==> config.mk <==
export PLATFORM = sky130hd
export DESIGN_NAME = vx_muldiv_unit_flat
export DESIGN_NICKNAME = d
export VERILOG_FILES = /design/src/rtl/vx_muldiv_unit_if.sv /design/src/rtl/vx_muldiv_unit.sv /design/src/flat_wrapper.sv
export SDC_FILE = /design/constraint.sdc
export NUM_CORES = 2
export LEC_CHECK = 0
export ABC_AREA = 1
export BUFFER_PORTS_ARGS = -buffer_cell sky130_fd_sc_hd__buf_2
export CORE_MARGIN = 4
export CORE_UTILIZATION = 60
export DETAILED_ROUTE_END_ITERATION = 8
export HOLD_SLACK_MARGIN = 0.1
export MAX_ROUTING_LAYER = met4
export PLACE_DENSITY = 0.81
export SETUP_SLACK_MARGIN = 0.1
export SYNTH_ARGS = -nofsm -noshare
export SYNTH_HDL_FRONTEND = slang
export SYNTH_SLANG_ARGS = --single-unit
==> constraint.sdc <==
create_clock -name clk -period 8.9 [get_ports clk]
set_input_delay 0.89 -clock clk [delete_from_list [all_inputs] [get_ports clk]]
set_output_delay 0.89 -clock clk [all_outputs]
set_load 0.02 [all_outputs]
==> src/rtl/vx_muldiv_unit_if.sv <==
// Request/response bundle for vx_muldiv_unit.
//   master: requester side (drives operands, flush and out_ready)
//   slave : the unit (drives in_ready and the result channel)
interface vx_muldiv_unit_if #(
  parameter int unsigned WIDTH     = 32,
  parameter int unsigned TAG_WIDTH = 8
);
  logic                 in_flush;
  logic                 in_valid;
  logic                 in_ready;
  logic [2:0]           in_op;
  logic [WIDTH-1:0]     in_a;
  logic [WIDTH-1:0]     in_b;
  logic [TAG_WIDTH-1:0] in_tag;
  logic                 out_valid;
  logic                 out_ready;
  logic [WIDTH-1:0]     out_result;
  logic [TAG_WIDTH-1:0] out_tag;

  modport master (
    output in_flush, in_valid, in_op, in_a, in_b, in_tag, out_ready,
    input  in_ready, out_valid, out_result, out_tag
  );

  modport slave (
    input  in_flush, in_valid, in_op, in_a, in_b, in_tag, out_ready,
    output in_ready, out_valid, out_result, out_tag
  );
endinterface

==> src/rtl/vx_muldiv_unit.sv <==
// Multi-cycle RV M-extension unit: MUL/MULH/MULHSU/MULHU in MUL_LATENCY
// cycles, DIV/DIVU/REM/REMU via a radix-2 restoring divider (WIDTH+1 cycles),
// divide-by-zero and signed overflow answered in one cycle.
// Ports:
//   clk   - clock, rising edge
//   reset - asynchronous active-low reset
//   bus   - slave side of vx_muldiv_unit_if (request, flush, result channel)
module vx_muldiv_unit #(
  parameter int unsigned WIDTH       = 32,
  parameter int unsigned TAG_WIDTH   = 8,
  parameter int unsigned MUL_LATENCY = 2
) (
  input  logic                clk,
  input  logic                reset,
  vx_muldiv_unit_if.slave     bus
);

  localparam int unsigned CNT_MAX = (WIDTH > MUL_LATENCY) ? WIDTH : MUL_LATENCY;
  localparam int unsigned CNT_W   = $clog2(CNT_MAX + 1);
  localparam logic [WIDTH-1:0] MIN_NEG = {1'b1, {(WIDTH-1){1'b0}}};

  typedef enum logic [1:0] {S_IDLE, S_MUL, S_DIV, S_DONE} state_e;

  state_e               state_q;
  logic                 in_ready_q;
  logic                 out_valid_q;
  logic [WIDTH-1:0]     result_q;
  logic [TAG_WIDTH-1:0] tag_q;
  logic [2:0]           op_q;
  logic [WIDTH-1:0]     a_q, b_q;
  logic [WIDTH-1:0]     quo_q, rem_q, dvs_q;
  logic [CNT_W-1:0]     cnt_q;

  // Operand view: live inputs while idle (for one-cycle results), captured copies afterwards
  logic [2:0]         op_s;
  logic [WIDTH-1:0]   a_s, b_s;
  logic               is_div, is_rem, div_signed, a_neg, b_neg, b_zero, ovf;
  logic [WIDTH-1:0]   a_mag, b_mag, special_res;
  logic [2*WIDTH-1:0] a_ext, b_ext, prod;
  logic [WIDTH-1:0]   mul_res;
  logic [WIDTH:0]     shifted, diff;
  logic               take;
  logic [WIDTH-1:0]   quo_d, rem_d, div_res;

  always_comb begin
    op_s = op_q;
    a_s  = a_q;
    b_s  = b_q;
    if (state_q == S_IDLE) begin
      op_s = bus.in_op;
      a_s  = bus.in_a;
      b_s  = bus.in_b;
    end

    is_div     = op_s[2];
    is_rem     = op_s[1];
    div_signed = ~op_s[0];
    a_neg      = div_signed & a_s[WIDTH-1];
    b_neg      = div_signed & b_s[WIDTH-1];
    a_mag      = a_neg ? ('0 - a_s) : a_s;
    b_mag      = b_neg ? ('0 - b_s) : b_s;
    b_zero     = (b_s == '0);
    ovf        = div_signed & (a_s == MIN_NEG) & (b_s == '1);

    special_res = a_s;
    if (b_zero)      special_res = is_rem ? a_s : '1;
    else if (is_rem) special_res = '0;

    // MULH: both signed; MULHSU: a signed only; MUL/MULHU: zero-extend (low half identical)
    a_ext = {{WIDTH{1'b0}}, a_s};
    b_ext = {{WIDTH{1'b0}}, b_s};
    if (op_s == 3'd1 || op_s == 3'd2) a_ext = {{WIDTH{a_s[WIDTH-1]}}, a_s};
    if (op_s == 3'd1)                 b_ext = {{WIDTH{b_s[WIDTH-1]}}, b_s};
    prod    = a_ext * b_ext;
    mul_res = (op_s == 3'd0) ? prod[WIDTH-1:0] : prod[2*WIDTH-1:WIDTH];

    // One restoring step: shift next dividend bit into the partial remainder
    shifted = {rem_q, quo_q[WIDTH-1]};
    diff    = shifted - {1'b0, dvs_q};
    take    = ~diff[WIDTH];
    rem_d   = take ? diff[WIDTH-1:0] : shifted[WIDTH-1:0];
    quo_d   = {quo_q[WIDTH-2:0], take};

    // Sign fix-up applied to the final step's output
    if (is_rem) div_res = a_neg ? ('0 - rem_d) : rem_d;
    else        div_res = (a_neg ^ b_neg) ? ('0 - quo_d) : quo_d;
  end

  // Control FSM plus datapath registers
  always_ff @(posedge clk or negedge reset) begin
    if (!reset) begin
      state_q     <= S_IDLE;
      in_ready_q  <= 1'b1;
      out_valid_q <= 1'b0;
      result_q    <= '0;
      tag_q       <= '0;
      op_q        <= '0;
      a_q         <= '0;
      b_q         <= '0;
      quo_q       <= '0;
      rem_q       <= '0;
      dvs_q       <= '0;
      cnt_q       <= '0;
    end else if (bus.in_flush) begin
      state_q     <= S_IDLE;
      in_ready_q  <= 1'b1;
      out_valid_q <= 1'b0;
      cnt_q       <= '0;
    end else begin
      case (state_q)
        S_IDLE: begin
          if (bus.in_valid) begin
            op_q       <= bus.in_op;
            a_q        <= bus.in_a;
            b_q        <= bus.in_b;
            tag_q      <= bus.in_tag;
            in_ready_q <= 1'b0;
            if (!is_div) begin
              if (MUL_LATENCY == 1) begin
                result_q    <= mul_res;
                out_valid_q <= 1'b1;
                state_q     <= S_DONE;
              end else begin
                cnt_q   <= CNT_W'(MUL_LATENCY) - CNT_W'(2);
                state_q <= S_MUL;
              end
            end else if (b_zero || ovf) begin
              result_q    <= special_res;
              out_valid_q <= 1'b1;
              state_q     <= S_DONE;
            end else begin
              quo_q   <= a_mag;
              rem_q   <= '0;
              dvs_q   <= b_mag;
              cnt_q   <= CNT_W'(WIDTH);
              state_q <= S_DIV;
            end
          end
        end
        S_MUL: begin
          if (cnt_q == '0) begin
            result_q    <= mul_res;
            out_valid_q <= 1'b1;
            state_q     <= S_DONE;
          end else begin
            cnt_q <= cnt_q - CNT_W'(1);
          end
        end
        S_DIV: begin
          quo_q <= quo_d;
          rem_q <= rem_d;
          cnt_q <= cnt_q - CNT_W'(1);
          if (cnt_q == CNT_W'(1)) begin
            result_q    <= div_res;
            out_valid_q <= 1'b1;
            state_q     <= S_DONE;
          end
        end
        S_DONE: begin
          if (bus.out_ready) begin
            out_valid_q <= 1'b0;
            in_ready_q  <= 1'b1;
            state_q     <= S_IDLE;
          end
        end
        default: state_q <= S_IDLE;
      endcase
    end
  end

  assign bus.in_ready   = in_ready_q;
  assign bus.out_valid  = out_valid_q;
  assign bus.out_result = result_q;
  assign bus.out_tag    = tag_q;

endmodule

==> src/flat_wrapper.sv <==
// flat-port wrapper written by rule: the top's interface ports become plain ports
module vx_muldiv_unit_flat 
#(
  parameter int unsigned WIDTH       = 32,
  parameter int unsigned TAG_WIDTH   = 8,
  parameter int unsigned MUL_LATENCY = 2
)
  (clk, reset, bus_in_flush, bus_in_valid, bus_in_op, bus_in_a, bus_in_b, bus_in_tag, bus_out_ready, bus_in_ready, bus_out_valid, bus_out_result, bus_out_tag);
  vx_muldiv_unit_if #(.WIDTH(WIDTH), .TAG_WIDTH(TAG_WIDTH)) bus_i ();
  input  logic clk;
  input  logic reset;
  input wire logic [$bits(bus_i.in_flush)-1:0] bus_in_flush;
  input wire logic [$bits(bus_i.in_valid)-1:0] bus_in_valid;
  input wire logic [$bits(bus_i.in_op)-1:0] bus_in_op;
  input wire logic [$bits(bus_i.in_a)-1:0] bus_in_a;
  input wire logic [$bits(bus_i.in_b)-1:0] bus_in_b;
  input wire logic [$bits(bus_i.in_tag)-1:0] bus_in_tag;
  input wire logic [$bits(bus_i.out_ready)-1:0] bus_out_ready;
  output wire logic [$bits(bus_i.in_ready)-1:0] bus_in_ready;
  output wire logic [$bits(bus_i.out_valid)-1:0] bus_out_valid;
  output wire logic [$bits(bus_i.out_result)-1:0] bus_out_result;
  output wire logic [$bits(bus_i.out_tag)-1:0] bus_out_tag;
  assign bus_i.in_flush = bus_in_flush;
  assign bus_i.in_valid = bus_in_valid;
  assign bus_i.in_op = bus_in_op;
  assign bus_i.in_a = bus_in_a;
  assign bus_i.in_b = bus_in_b;
  assign bus_i.in_tag = bus_in_tag;
  assign bus_i.out_ready = bus_out_ready;
  assign bus_in_ready = bus_i.in_ready;
  assign bus_out_valid = bus_i.out_valid;
  assign bus_out_result = bus_i.out_result;
  assign bus_out_tag = bus_i.out_tag;
  vx_muldiv_unit #(.WIDTH(WIDTH), .TAG_WIDTH(TAG_WIDTH), .MUL_LATENCY(MUL_LATENCY)) u_core (.clk(clk), .reset(reset), .bus(bus_i));
endmodule
==> results.md <==
| Item | Reported |
|---|---|
| Detail Route Antenna Nets | 0 |
| Max Slew Vio Count | 0 |
| Detailed-route wire length per cell | 26.5 um |
| Insertion delay of the later-clocked pin in the worst-skew pair | 0.59 ns |
| Area share of the leading cell type in the synthesized netlist | 44.3% |
| Startpoint of the most critical register-to-register path | u_core.state_q[1] |
| Worst Setup EP | u_core.bus.out_result[31] |
| Post-synthesis register bit count | 213 |
| Violation count after the first detailed-route iteration | 6827 |
| Max_slew headroom | 15.7% |
| Grt ovf | 0 |
| Count of H-tree levels built during CTS | 1 |
| Leading post-synthesis cells by cell area | sky130_fd_sc_hd__fa_1, sky130_fd_sc_hd__inv_1, sky130_fd_sc_hd__nand2_1 |
| Vertical extent of the die | 335 um |
| Root buffer cell | sky130_fd_sc_hd__clkbuf_16 |
| Initial cell density of the core | 60.7% |
| Number of different library cells in the post-synthesis netlist | 62 |
| Bufs on Longest Clock Path | 3 |
| Remaining routing DRC violations | 0 |
| Number of synthesized flops with an enable pin | 0 |
| Fraction of the mapped netlist area in simple logic gates | 17.4% |
| Setup violations, final | 32 |
| Multiplexer area fraction after synthesis | 0.253% |
| Layout cell share with drive strength beyond 1 | 20.0% |
| Primary flip-flop cell chosen by synthesis mapping | sky130_fd_sc_hd__dfrtp_1 |
| Dominant combinational cell family by area after synthesis | adder cells |
| Element type at the critical path end | flip-flop |
| Final GP Congestion | 1.11 |
| CP max-delay cell | sky130_fd_sc_hd__fa_1 |
| Max Cap Violations | 0 |
| Startpoint kind of the worst setup timing path | flip-flop |
| Number of cell instances on the worst register-to-register path | 47 |
| Compound-cell area share of the yosys netlist | 7.15% |
| Signed area change from the synthesized netlist to the final layout | 20.8% |
| Area of the mapped netlist | 64200 um^2 |
| Per-instance average area after synthesis | 7.99 um^2 |
| Library cell with the largest summed area after synthesis | sky130_fd_sc_hd__fa_1 |
| Adder-cell share of the synthesized area | 51.3% |
| Class of the most critical setup path | flip-flop to flip-flop |
| Row cnt | 119 |
| Overall track demand over capacity in global routing | 50.8% |
| Clock period minus worst slack | 10.03 ns |
| Cell repeated most along the worst path | sky130_fd_sc_hd__fa_1 |
| Required @ worst endpoint | 9.37 ns |
| Core Box Area | 106000 um^2 |
| Placed cells | 10200 |
| Result of the run | finished with violations |
| Async SR Flop Fraction | 100% |
| Delay contributed by the slowest stage of the critical path | 0.59 ns |
| Library cell with the highest instance count after synthesis | sky130_fd_sc_hd__inv_1 |
| YS warnings | 0 |
| Achievable frequency | 99.7 MHz |
| Internal reg-to-reg setup slack | -1.13 ns |
| Die Area | 112000 um^2 |
| Detailed-routing iteration count for the pre-antenna-repair pass | 9 |
| Reg2reg end | u_core.bus.out_result[31] |
| HPWL after detailed placement | 226000 um |
| Total via count in the routed design | 61000 |
| Total I/O pin count | 122 |
| Type of the worst min-delay path | primary input to asynchronous set/reset pin |
| Wirelength, routed | 273000 um |
| Hold-fix buffer count after cts | 0 |
| Clock tree from TritonCTS | built |
| Total number of nets in the final design | 10800 |
| Final Skew | 0.0243 ns |
| Largest net degree at the start of global routing | 112 |
| Drt via density | 5.91 |
| Clock tree sinks | 213 |
| Worst-path fanout max | 8 |
| Global-route wire length before repair | 403000 um |
| Gate count after technology mapping | 8036 |
| Total count of hold-check failures in the final report | 0 |
| Final worst setup slack | -1.13 ns |
| Setup repair after global routing missed its margin | true |
| Via count of the first global-routing pass | 65000 |
| Floorplan die width | 335 um |
| Crit path arrival time | 10.50 ns |
| Total of buffers placed on input and output ports | 121 |
| Commonest cells in the netlist | sky130_fd_sc_hd__inv_1, sky130_fd_sc_hd__nand2_1, sky130_fd_sc_hd__fa_1 |
| Fin crit share | 113% |
| Number of clock buffers inserted by TritonCTS | 24 |
| Final std cells w/o fill | 10300 |
| Clock transition at the registers of the reported paths | 0.07 ns |
| Setup crit start | u_core.state_q[1] |
| Sequential element share of the synthesized area | 8.30% |
| Post-Syn Nets | 9889 |
| Number of antenna violations at the first check in global routing | 13 |
| Violations in the final reports | setup timing |
| Slew @ Worst Pin | 1.26 ns |
| Xor-xnor portion of the synthesized cell area | 1.75% |
[through the flow]
| stage | hold slack (ns) | TNS [ns] | utilization, % | instance area, um^2 | setup WS [ns] |
|---|---|---|---|---|---|
| 3_5_place_dp | 0.463 | -32.04 | 70.0 | 74100 | -1.30 |
| 6_report | 0.213 | -29.28 | 73.3 | 77600 | -1.13 |
| 3_3_place_gp | 0.460 | -28.95 | 70.0 | 74100 | -1.17 |
| 4_1_cts | 0.276 | -23.37 | 72.0 | 76200 | -0.954 |
| 2_1_floorplan | 0.448 | -0.0885 | - | 64900 | -0.0751 |
| 5_1_grt | 0.277 | -34.83 | 73.3 | 77600 | -1.34 |
[how the worst min path moves through the flow]
stage | start | end | slack (ns) | cells past startpoint
floorplan | u_core.a_q[27] | u_core.a_q[27] | 0.45 | 2
global placement | u_core.bus.out_result[4] | u_core.bus.out_result[4] | 0.46 | 2
detailed placement | u_core.bus.out_result[3] | u_core.bus.out_result[3] | 0.46 | 2
CTS | reset | u_core.b_q[6] | 0.28 | 1
global route | reset | u_core.b_q[6] | 0.28 | 1
finish | reset | u_core.b_q[6] | 0.21 | 1
[metal layers]
metal  track usage (%)  up-vias  part of all wire (%)
met5                 -        -                     0
li1                  -    25400                     -
met2              76.3     4128                    44
met3              14.4     1590                    11
met4              48.3        0                    13
met1              54.0    29900                    31
[what timing repair did]
action                     4_1_cts  5_1_grt
gates resized for setup        239      273
setup endpoints to repair       32       32
pin swaps                       61      138
gates cloned                     2        0
setup buffers                   36       41
[cell usage in the layout (no fill, tap or decap), types with 19 or more instances in the layout]
master                      netlist  layout
sky130_fd_sc_hd__a31oi_1         43      33
sky130_fd_sc_hd__a21oi_2          0      30
sky130_fd_sc_hd__xor2_1          91      90
sky130_fd_sc_hd__clkbuf_16        0      24
sky130_fd_sc_hd__o21bai_1        20      19
sky130_fd_sc_hd__fa_1          1420    1336
sky130_fd_sc_hd__o211ai_1        45      45
sky130_fd_sc_hd__dfrtp_1        212     212
sky130_fd_sc_hd__nor2_4           1      29
sky130_fd_sc_hd__nor4_1          28      22
sky130_fd_sc_hd__nor2_2           3      62
sky130_fd_sc_hd__ha_1           353     307
sky130_fd_sc_hd__a21oi_1        238     207
sky130_fd_sc_hd__nor3_1          48      45
sky130_fd_sc_hd__fa_2             0      84
sky130_fd_sc_hd__nand3_1        205     186
sky130_fd_sc_hd__buf_2           17     120
sky130_fd_sc_hd__o21ai_2         28      50
sky130_fd_sc_hd__ha_4             0      46
sky130_fd_sc_hd__inv_1         1972    1908
sky130_fd_sc_hd__nor2_1         811     724
sky130_fd_sc_hd__xnor2_1         37      37
sky130_fd_sc_hd__o21ai_1         81      88
sky130_fd_sc_hd__inv_2           27      78
sky130_fd_sc_hd__buf_4           14     895
sky130_fd_sc_hd__nand2_2          3      36
sky130_fd_sc_hd__nand4_1         48      48
sky130_fd_sc_hd__buf_12           0      97
sky130_fd_sc_hd__or2_2           20      20
sky130_fd_sc_hd__o21ai_0        264     216
sky130_fd_sc_hd__o21ai_4          2      21
sky130_fd_sc_hd__o22ai_2         20      20
sky130_fd_sc_hd__nand2_1       1566    1523
sky130_fd_sc_hd__buf_6           12      42
[state kept, by name, indices dropped and copies added, names as in the netlist]
signal	cells
u_core.a_q	32
u_core.b_q	32
u_core.bus.out_result	32
u_core.dvs_q	32
u_core.quo_q	32
u_core.rem_q	32
u_core.bus.out_tag	8
u_core.cnt_q	6
u_core.op_q	3
u_core.state_q	2
u_core.bus.in_ready	1
u_core.bus.out_valid	1
[kinds of logic (layout without fill, tap and decap cells)]
| family | count (synthesis) | count (layout) |
|---|---|---|
| other | 0 | 15 |
| and+or+nand+nor | 2770 | 2770 |
| xor gates and xnor gates | 128 | 128 |
| buffers and inverters | 2335 | 3217 |
| AOI/OAI and AO/OA | 793 | 793 |
| muxes | 15 | 15 |
| adders and majority gates | 1782 | 1782 |
| DFF | 213 | 213 |
[layout make-up]
| class | count | area [um^2] |
|---|---|---|
| multi-input cells | 5488 | 52100 |
| clock inverters | 11 | 205 |
| inverters | 2012 | 7630 |
| flip-flops and latches | 213 | 5330 |
| fillers | 8068 | 28300 |
| clock buffers | 31 | 677 |
| repair buffers | 1163 | 9910 |
| diodes | 15 | 37.5 |
| well taps | 1391 | 1740 |
[critical path, delay by kind of cell, from the launching register on]
kind / cells / cell delay [ns]
AO/OA/AOI/OAI: 3 / 0.72
flip-flops: 1 / 0.39
buffers and inverters: 18 / 1.85
AND/OR/NAND/NOR: 14 / 1.17
adder cells (fa/ha/maj): 12 / 5.71
Power is not shown: default switching activity piles up to over one toggle a cycle in this logic, so the estimate is an artifact.
